--- src/rtl/fir_mac_engine.sv ---
// FIR compute core: keeps an 11-deep circular sample history in data RAM and
// runs one tap-by-tap multiply-accumulate pass per accepted input sample.
module fir_mac_engine #(
   parameter int pADDR_WIDTH = 12,
   parameter int pDATA_WIDTH = 32,
   parameter int Tape_Num    = 11
) (
   input  logic                   axis_clk,
   input  logic                   axis_rst_n,
   input  logic                   ap_start,
   input  logic                   ap_done_clr,
   input  logic [31:0]            data_length,
   output logic                   ap_done,
   output logic                   ap_idle,
   input  logic [pDATA_WIDTH-1:0] ss_tdata,
   input  logic                   ss_tvalid,
   output logic                   ss_tready,
   input  logic                   ss_tlast,
   output logic [pDATA_WIDTH-1:0] sm_tdata,
   output logic                   sm_tvalid,
   input  logic                   sm_tready,
   output logic                   sm_tlast,
   output logic                   tap_EN,
   output logic [pADDR_WIDTH-1:0] tap_A,
   input  logic [pDATA_WIDTH-1:0] tap_Do,
   output logic [3:0]             data_WE,
   output logic                   data_EN,
   output logic [pADDR_WIDTH-1:0] data_A,
   output logic [pDATA_WIDTH-1:0] data_Di,
   input  logic [pDATA_WIDTH-1:0] data_Do
);

   localparam int          IW         = $clog2(Tape_Num + 1);
   localparam logic [IW-1:0] K_LAST_CLR = IW'(Tape_Num - 1);
   localparam logic [IW-1:0] K_LAST_MAC = IW'(Tape_Num);

   typedef enum logic [2:0] {
      S_IDLE, S_CLEAR, S_WAIT_X, S_MAC, S_OUT, S_DONE
   } state_t;

   state_t                 state_q, state_d;
   logic [31:0]            len_q, len_d;
   logic [31:0]            count_q, count_d;
   logic [IW-1:0]          wr_ptr_q, wr_ptr_d;
   logic [IW-1:0]          k_q, k_d;
   logic [pDATA_WIDTH-1:0] acc_q, acc_d;
   logic                   done_q, done_d;
   logic                   idle_q, idle_d;
   logic [IW-1:0]          rd_idx;
   logic [pDATA_WIDTH-1:0] prod;
   logic                   unused_tlast;

   function automatic logic [pADDR_WIDTH-1:0] byte_addr(input logic [IW-1:0] idx);
      return pADDR_WIDTH'({idx, 2'b00});
   endfunction

   assign unused_tlast = ss_tlast;
   assign ap_done      = done_q;
   assign ap_idle      = idle_q;

   // Newest sample sits at wr_ptr; tap k pairs with the sample k steps older.
   // The 4-bit wrap of wr_ptr+11-k is harmless because the true result is < 11.
   assign rd_idx = (wr_ptr_q >= k_q) ? (wr_ptr_q - k_q) : (wr_ptr_q + IW'(Tape_Num) - k_q);
   // The low word of a two's-complement product is the same signed or unsigned.
   assign prod   = tap_Do * data_Do;

   // NOTE: every comb output/next-state gets a default first so no latches are inferred.
   always_comb begin
      state_d  = state_q;
      len_d    = len_q;
      count_d  = count_q;
      wr_ptr_d = wr_ptr_q;
      k_d      = k_q;
      acc_d    = acc_q;
      done_d   = ap_done_clr ? 1'b0 : done_q;
      idle_d   = idle_q;

      ss_tready = 1'b0;
      sm_tvalid = 1'b0;
      sm_tdata  = '0;
      sm_tlast  = 1'b0;
      tap_EN    = 1'b0;
      tap_A     = '0;
      data_EN   = 1'b0;
      data_WE   = 4'h0;
      data_A    = '0;
      data_Di   = '0;

      unique case (state_q)
         S_IDLE: begin
            if (ap_start) begin
               len_d   = data_length;
               done_d  = 1'b0;
               idle_d  = 1'b0;
               k_d     = '0;
               state_d = S_CLEAR;
            end
         end
         S_CLEAR: begin
            data_EN = 1'b1;
            data_WE = 4'hf;
            data_A  = byte_addr(k_q);
            k_d     = k_q + 1'b1;
            if (k_q == K_LAST_CLR) begin
               k_d      = '0;
               wr_ptr_d = '0;
               count_d  = '0;
               state_d  = (len_q == 32'd0) ? S_DONE : S_WAIT_X;
            end
         end
         S_WAIT_X: begin
            ss_tready = 1'b1;
            if (ss_tvalid) begin
               data_EN = 1'b1;
               data_WE = 4'hf;
               data_A  = byte_addr(wr_ptr_q);
               data_Di = ss_tdata;
               acc_d   = '0;
               k_d     = '0;
               state_d = S_MAC;
            end
         end
         S_MAC: begin
            // Reads issue on k=0..10; RAM data for read k-1 arrives on cycle k.
            if (k_q != K_LAST_MAC) begin
               tap_EN  = 1'b1;
               tap_A   = byte_addr(k_q);
               data_EN = 1'b1;
               data_A  = byte_addr(rd_idx);
            end
            if (k_q != '0) acc_d = acc_q + prod;
            k_d = k_q + 1'b1;
            if (k_q == K_LAST_MAC) begin
               k_d     = '0;
               state_d = S_OUT;
            end
         end
         S_OUT: begin
            sm_tvalid = 1'b1;
            sm_tdata  = acc_q;
            sm_tlast  = (count_q == len_q - 32'd1);
            if (sm_tready) begin
               wr_ptr_d = (wr_ptr_q == K_LAST_CLR) ? '0 : wr_ptr_q + 1'b1;
               count_d  = count_q + 32'd1;
               state_d  = (count_q + 32'd1 == len_q) ? S_DONE : S_WAIT_X;
            end
         end
         S_DONE: begin
            done_d  = 1'b1;
            idle_d  = 1'b1;
            state_d = S_IDLE;
         end
         default: state_d = S_IDLE;
      endcase
   end

   // NOTE: state registers use non-blocking assignments so every flop samples pre-edge values.
   always_ff @(posedge axis_clk or negedge axis_rst_n) begin
      if (!axis_rst_n) begin
         state_q  <= S_IDLE;
         len_q    <= '0;
         count_q  <= '0;
         wr_ptr_q <= '0;
         k_q      <= '0;
         acc_q    <= '0;
         done_q   <= 1'b0;
         idle_q   <= 1'b1;
      end else begin
         state_q  <= state_d;
         len_q    <= len_d;
         count_q  <= count_d;
         wr_ptr_q <= wr_ptr_d;
         k_q      <= k_d;
         acc_q    <= acc_d;
         done_q   <= done_d;
         idle_q   <= idle_d;
      end
   end

endmodule

--- config.mk ---
export PLATFORM = sky130hd
export DESIGN_NAME = fir_mac_engine
export DESIGN_NICKNAME = d
export VERILOG_FILES = /design/src/rtl/fir_mac_engine.sv
export SDC_FILE = /design/constraint.sdc
export NUM_CORES = 2
export LEC_CHECK = 0
export ABC_CLOCK_PERIOD_IN_PS = 8540
export BUFFER_PORTS_ARGS = -buffer_cell sky130_fd_sc_hd__buf_2
export CAP_MARGIN = 40
export CORE_UTILIZATION = 40
export CTS_BUF_LIST = sky130_fd_sc_hd__clkbuf_8
export CTS_CLUSTER_SIZE = 24
export DETAILED_ROUTE_END_ITERATION = 10
export PLACE_DENSITY = 0.7
export SYNTH_ARGS = -nofsm -noshare
export SYNTH_HDL_FRONTEND = slang
export SYNTH_SLANG_ARGS = --single-unit
--- constraint.sdc ---
create_clock -name axis_clk -period 8.54 [get_ports axis_clk]
set_clock_uncertainty 0.15 [all_clocks]
set_input_delay 0 -clock axis_clk [delete_from_list [all_inputs] [get_ports axis_clk]]
set_output_delay 0 -clock axis_clk [all_outputs]
set_load 0.02 [all_outputs]
# Word level (Yosys, flattened, before mapping)
# Index checks and enable logic that the tools add are counted.
# word_totals
mem_bits_ro	0
n_memories	0
latch_bits	0
ramBits	0
reg_bits	109
# op_classes
bitwise	0
n_div	0
order_cmp	1
n_shift	0
n_reduce_logical	13
mux	46
mul	1
add_sub_neg	8
eq_ne	17
# op_table
op	n
$mux W32	7
$pmux W32 S2	2
$eq A32 B32 Y1	2
$mux W4	9
$add A32 B1 Y32 const B	1
$add A32 B32 Y32	1
$logic_not A32 Y1	1
$mul A32 B32 Y32	1
$sub A32 B1 Y32 const B	1
$mux W6	4
$mux W3	7
$pmux W6 S3	1
$pmux W4 S2	2
$pmux W4 S4	1
$pmux W3 S5	1
$eq A4 B4 Y1 const B	3
$ne A2 B2 Y1 const B	6
$mux W1	9
$reduce_and A3 Y1	3
$add A4 B1 Y4 const B	2
$reduce_bool A4 Y1	2
$sub A4 B4 Y4	2
$eq A3 B2 Y1 const B	2
$eq A3 B3 Y1 const B	2
10 further kinds	14

# Depth between registers and ports, before layout
# depth
word_depth	5
depth_mapped	29

# Least setup slack after synthesis
# OpenSTA, ideal clock, no wires.
# synth_path
path_kind	input to register
from	input port tap_Do[13]
to	register acc_q[29]
required_time_ns	8.257
t_arrival_ns	6.430
n_path_buf	3
setup_ns	0.133
slack_ns	1.827
stages	25
cell_sequence	clkbuf_1 > clkbuf_1 > and2_1 > fa_1 > fa_1 > fa_1 > inv_1 > fa_1 > inv_1 > fa_1 > fa_1 > fa_1 > inv_1 > fa_1 > inv_1 > ha_1 > clkbuf_1 > o21a_1 > o21a_1 > and3_1 > a2111oi_1 > o31ai_1 > a21oi_1 > xor2_1 > o21ai_0
# synth_via
elab_chain_cells	4
# synth_rtl
item	line	text
start: declaration	25	input logic [pDATA_WIDTH-1:0] tap_Do,
$mul A32 B32 Y32	65	assign prod = tap_Do * data_Do;
$add A32 B32 Y32	131	if (k_q != '0) acc_d = acc_q + prod;
$mux W32	131	
$pmux W32 S2	89	unique case (state_q)
end signal: assignment	165	acc_q <= '0;
end signal: assignment	174	acc_q <= acc_d;
end: declaration	46	logic [pDATA_WIDTH-1:0] acc_q, acc_d;
# No other way between the ends. The select of a mux whose other input is x is not followed.
# A chain may end at the register's enable or synchronous reset.

# Final worst setup path
# layout_path
from	register acc_q[18]
to	register acc_q[31]
# layout_via
elab_chain_cells	3
# layout_rtl
item	line
$add A32 B32 Y32	131
$mux W32	131
$pmux W32 S2	89
# No other way between the ends. The select of a mux whose other input is x is not followed.

==> results.cfg <==
[hold_path]
holdCritStartpoint = ss_tdata[17]
whs_path_depth = 3
min_to = data_Di[17]
hp-class = in2out

[yosys]
synth_ff_type = dfrtp_1
syn_inst = 2761
ys_ff_latch = 109
synthXorXnorAreaFrac = 0.0584
synth-async-reset-ratio = 1.00
synth_compound_area_frac = 0.0717
syn_area_per_cell_um2 = 8.84
synth_top_family_by_area = adder cells
synthAdderAreaFrac = 0.432
synthSimpleGateAreaFrac = 0.199
syn-cell-area_mm2 = 0.0244
yosysWarningCount = 0
ys_types = 84
synth_edf_count = 0
yosysSeqAreaShare = 0.112
synth_mux_area_frac = 0.0167

[finish]
area_growth_pct = 8.72
fillers = 5905
drive_gt1_frac = 0.105
final_cell_mix = 519 x inv_1, 441 x fa_1, 355 x and2_1, 296 x nand2_1, 215 x buf_2
mostFrequentLayoutCell = inv_1
num-nets-final = 3603

[critical_path]
slowest_delay_ps = 830
r2r_slack_ps = 1100
r2r_start = acc_q[18]
crit_family = adder cells
critical_path_buf_inv_count = 6
rr_endpoint = acc_q[31]
slowest_stage = a2111oi_1
cp_data_arrival_time_ps = 7560
reg2reg_depth = 22
worst_setup_path_start_kind = flop
worstPathRequired_ps = 8660
end_kind = flop
path_cells = fa_1, fa_1, fa_1, inv_1, fa_1, inv_1, fa_1, inv_1, fa_1, inv_1, fa_1, inv_1, fa_1, inv_1, ha_1, and4_1, and4_1, a2111oi_1, o31ai_1, a21oi_1, xnor2_1, o21ai_0
cp_max_fo = 6
critical_path_class = reg2reg
cp_common_cell = fa_1

[timing]
grt_setup_unrepaired = no
hold_viol_final = 0
min_period_ps = 7440
finalMaxSlewViolations = 0
slew_headroom = 0.410
worst_pin_slew_ps = 883
finalSetupViolations = 0
period_share = 0.871
fmax_mhz = 134
finalSetupTns_ps = 0

[cts]
clk_latency_ps = 400
cts_root_buffer = clkbuf_8
cts_setup_buffers = 0
htreeDepth = 3
cts_inserted_buffers = 9
cts_tree = yes
clk_path_buf_depth = 2
hold_buffers = 40
clk_pin_slew_ps = 130
cts_sinks = 109
cts_resized = 0

[grt]
grt_pass1_wl_um = 107000
antenna_found_initial = 2
first_global_vias = 19600
grt_max_degree = 37
grt.total_usage = 0.217
grt-ovfl-total = 0

[route]
drt_iter0_drc = 1222
vias_per_cell = 5.16
wl_per_cell_um = 17.8
ant_nets = 0
route.met2.wl_um = 30000
drcViolationCount = 0
met3WireLength_um = 6200
routed_wl_um = 65500
vias = 19000
dr.pass1.iters = 7
dr.max_layer_used = met4
met1Wirelength_um = 27600

[floorplanning]
rows = 90
die_h_um = 249
initial_core_util = 0.404
die_area_mm2 = 0.0620
ioPinCount = 234
core_area_mm2 = 0.0604
chipWidth_um = 249

[placed_design]
port_buffers = 216
gp_congestion = 0.918
dp_hpwl_um = 52200

[job]
cap_violations = 0

[run_status]
status = complete, no violations
## final cells by class
| cell class | count | area, µm² | share of cell area |
|---|---|---|---|
| multi-input cells | 1981 | 19100 | 0.718 |
| flip-flops and latches | 109 | 2730 | 0.103 |
| inverters | 518 | 1940 | 0.0733 |
| repair buffers | 270 | 1620 | 0.0610 |
| well taps | 782 | 978 | 0.0369 |
| clock buffers | 9 | 124 | 0.00467 |
| clock inverters | 7 | 81.3 | 0.00306 |
| diodes | 3 | 7.51 | 0.000283 |
## per-stage QoR
| stage | hold slack, ps | utilization | worst slack, ps | std cells | area [µm²] |
|---|---|---|---|---|---|
| floorplan | -446 | - | 1830 | 2776 | 24500 |
| global placement | -121 | 0.429 | 912 | 3618 | 25900 |
| detailed placement | -120 | 0.429 | 808 | 3620 | 25900 |
| CTS | 166 | 0.440 | 1120 | 3676 | 26500 |
| global route | 179 | 0.440 | 849 | 3676 | 26500 |
| finish | 167 | 0.440 | 1100 | 3679 | 26500 |
## worst register-to-register path, stage by stage (launching register included)
cell and delay (ps):
dfrtp_1 460, fa_1 540, fa_1 510, fa_1 490
inv_1 60, fa_1 530, inv_1 60, fa_1 500
inv_1 60, fa_1 550, inv_1 50, fa_1 480
inv_1 60, fa_1 490, inv_1 40, ha_1 340
and4_1 250, and4_1 220, a2111oi_1 830, o31ai_1 200
a21oi_1 220, xnor2_1 130, o21ai_0 100
## Yosys cell counts, types with 8 or more instances
library cell | n | area, µm²
buf_4 | 23 | 173
nor3_1 | 38 | 190
and2_1 | 355 | 2220
nand3_1 | 30 | 150
nor4_1 | 8 | 50.1
a31oi_1 | 13 | 81.3
clkbuf_1 | 128 | 480
buf_2 | 13 | 65.1
xnor2_1 | 100 | 876
o31ai_1 | 10 | 75.1
ha_1 | 138 | 1730
and4_1 | 8 | 70.1
inv_1 | 518 | 1940
o21ai_0 | 97 | 485
nand4_1 | 13 | 81.3
nor2b_1 | 12 | 75.1
nor2_1 | 80 | 300
nand2_1 | 296 | 1110
a21o_1 | 16 | 120
mux2_2 | 30 | 338
dfrtp_1 | 108 | 2700
a21oi_1 | 51 | 255
and3_1 | 28 | 175
a22o_1 | 11 | 96.3
xor2_1 | 60 | 526
nand2b_1 | 12 | 75.1
fa_1 | 441 | 8830
## metal layers
metal / track usage / vias up
met5: 0 / -
met4: 0.0600 / 0
met3: 0.0587 / 85
met2: 0.347 / 684
met1: 0.289 / 9530
li1: - / 8675
## sequential cells by signal (all words and copies together), names as in the netlist
register,count
count_q,32
state_q,3
ap_idle,1
k_q,4
len_q,32
wr_ptr_q,4
acc_q,32
ap_done,1
## cells by family (layout without fill, tap and decap cells)
kind of cell    count (synthesis)  count (layout)
fa+ha+maj                     579             579
flops                         109             109
buf+inv                       686             804
mux                            37              37
other cells                     1              19
xor+xnor                      161             161
compound gates                269             269
simple gates                  919             919
## how the worst max path moves through the flow
stage | cells past startpoint | to | start | slack (ps)
6_report | 22 | acc_q[31] | acc_q[18] | 1100
5_1_grt | 24 | acc_q[31] | acc_q[18] | 850
4_1_cts | 22 | acc_q[31] | acc_q[18] | 1120
3_5_place_dp | 24 | acc_q[31] | data_Do[0] | 810
3_3_place_gp | 24 | acc_q[31] | data_Do[0] | 910
2_1_floorplan | 25 | acc_q[29] | tap_Do[13] | 1830
Power is not shown: default switching activity piles up to over one toggle a cycle in this logic, so the estimate is an artifact.
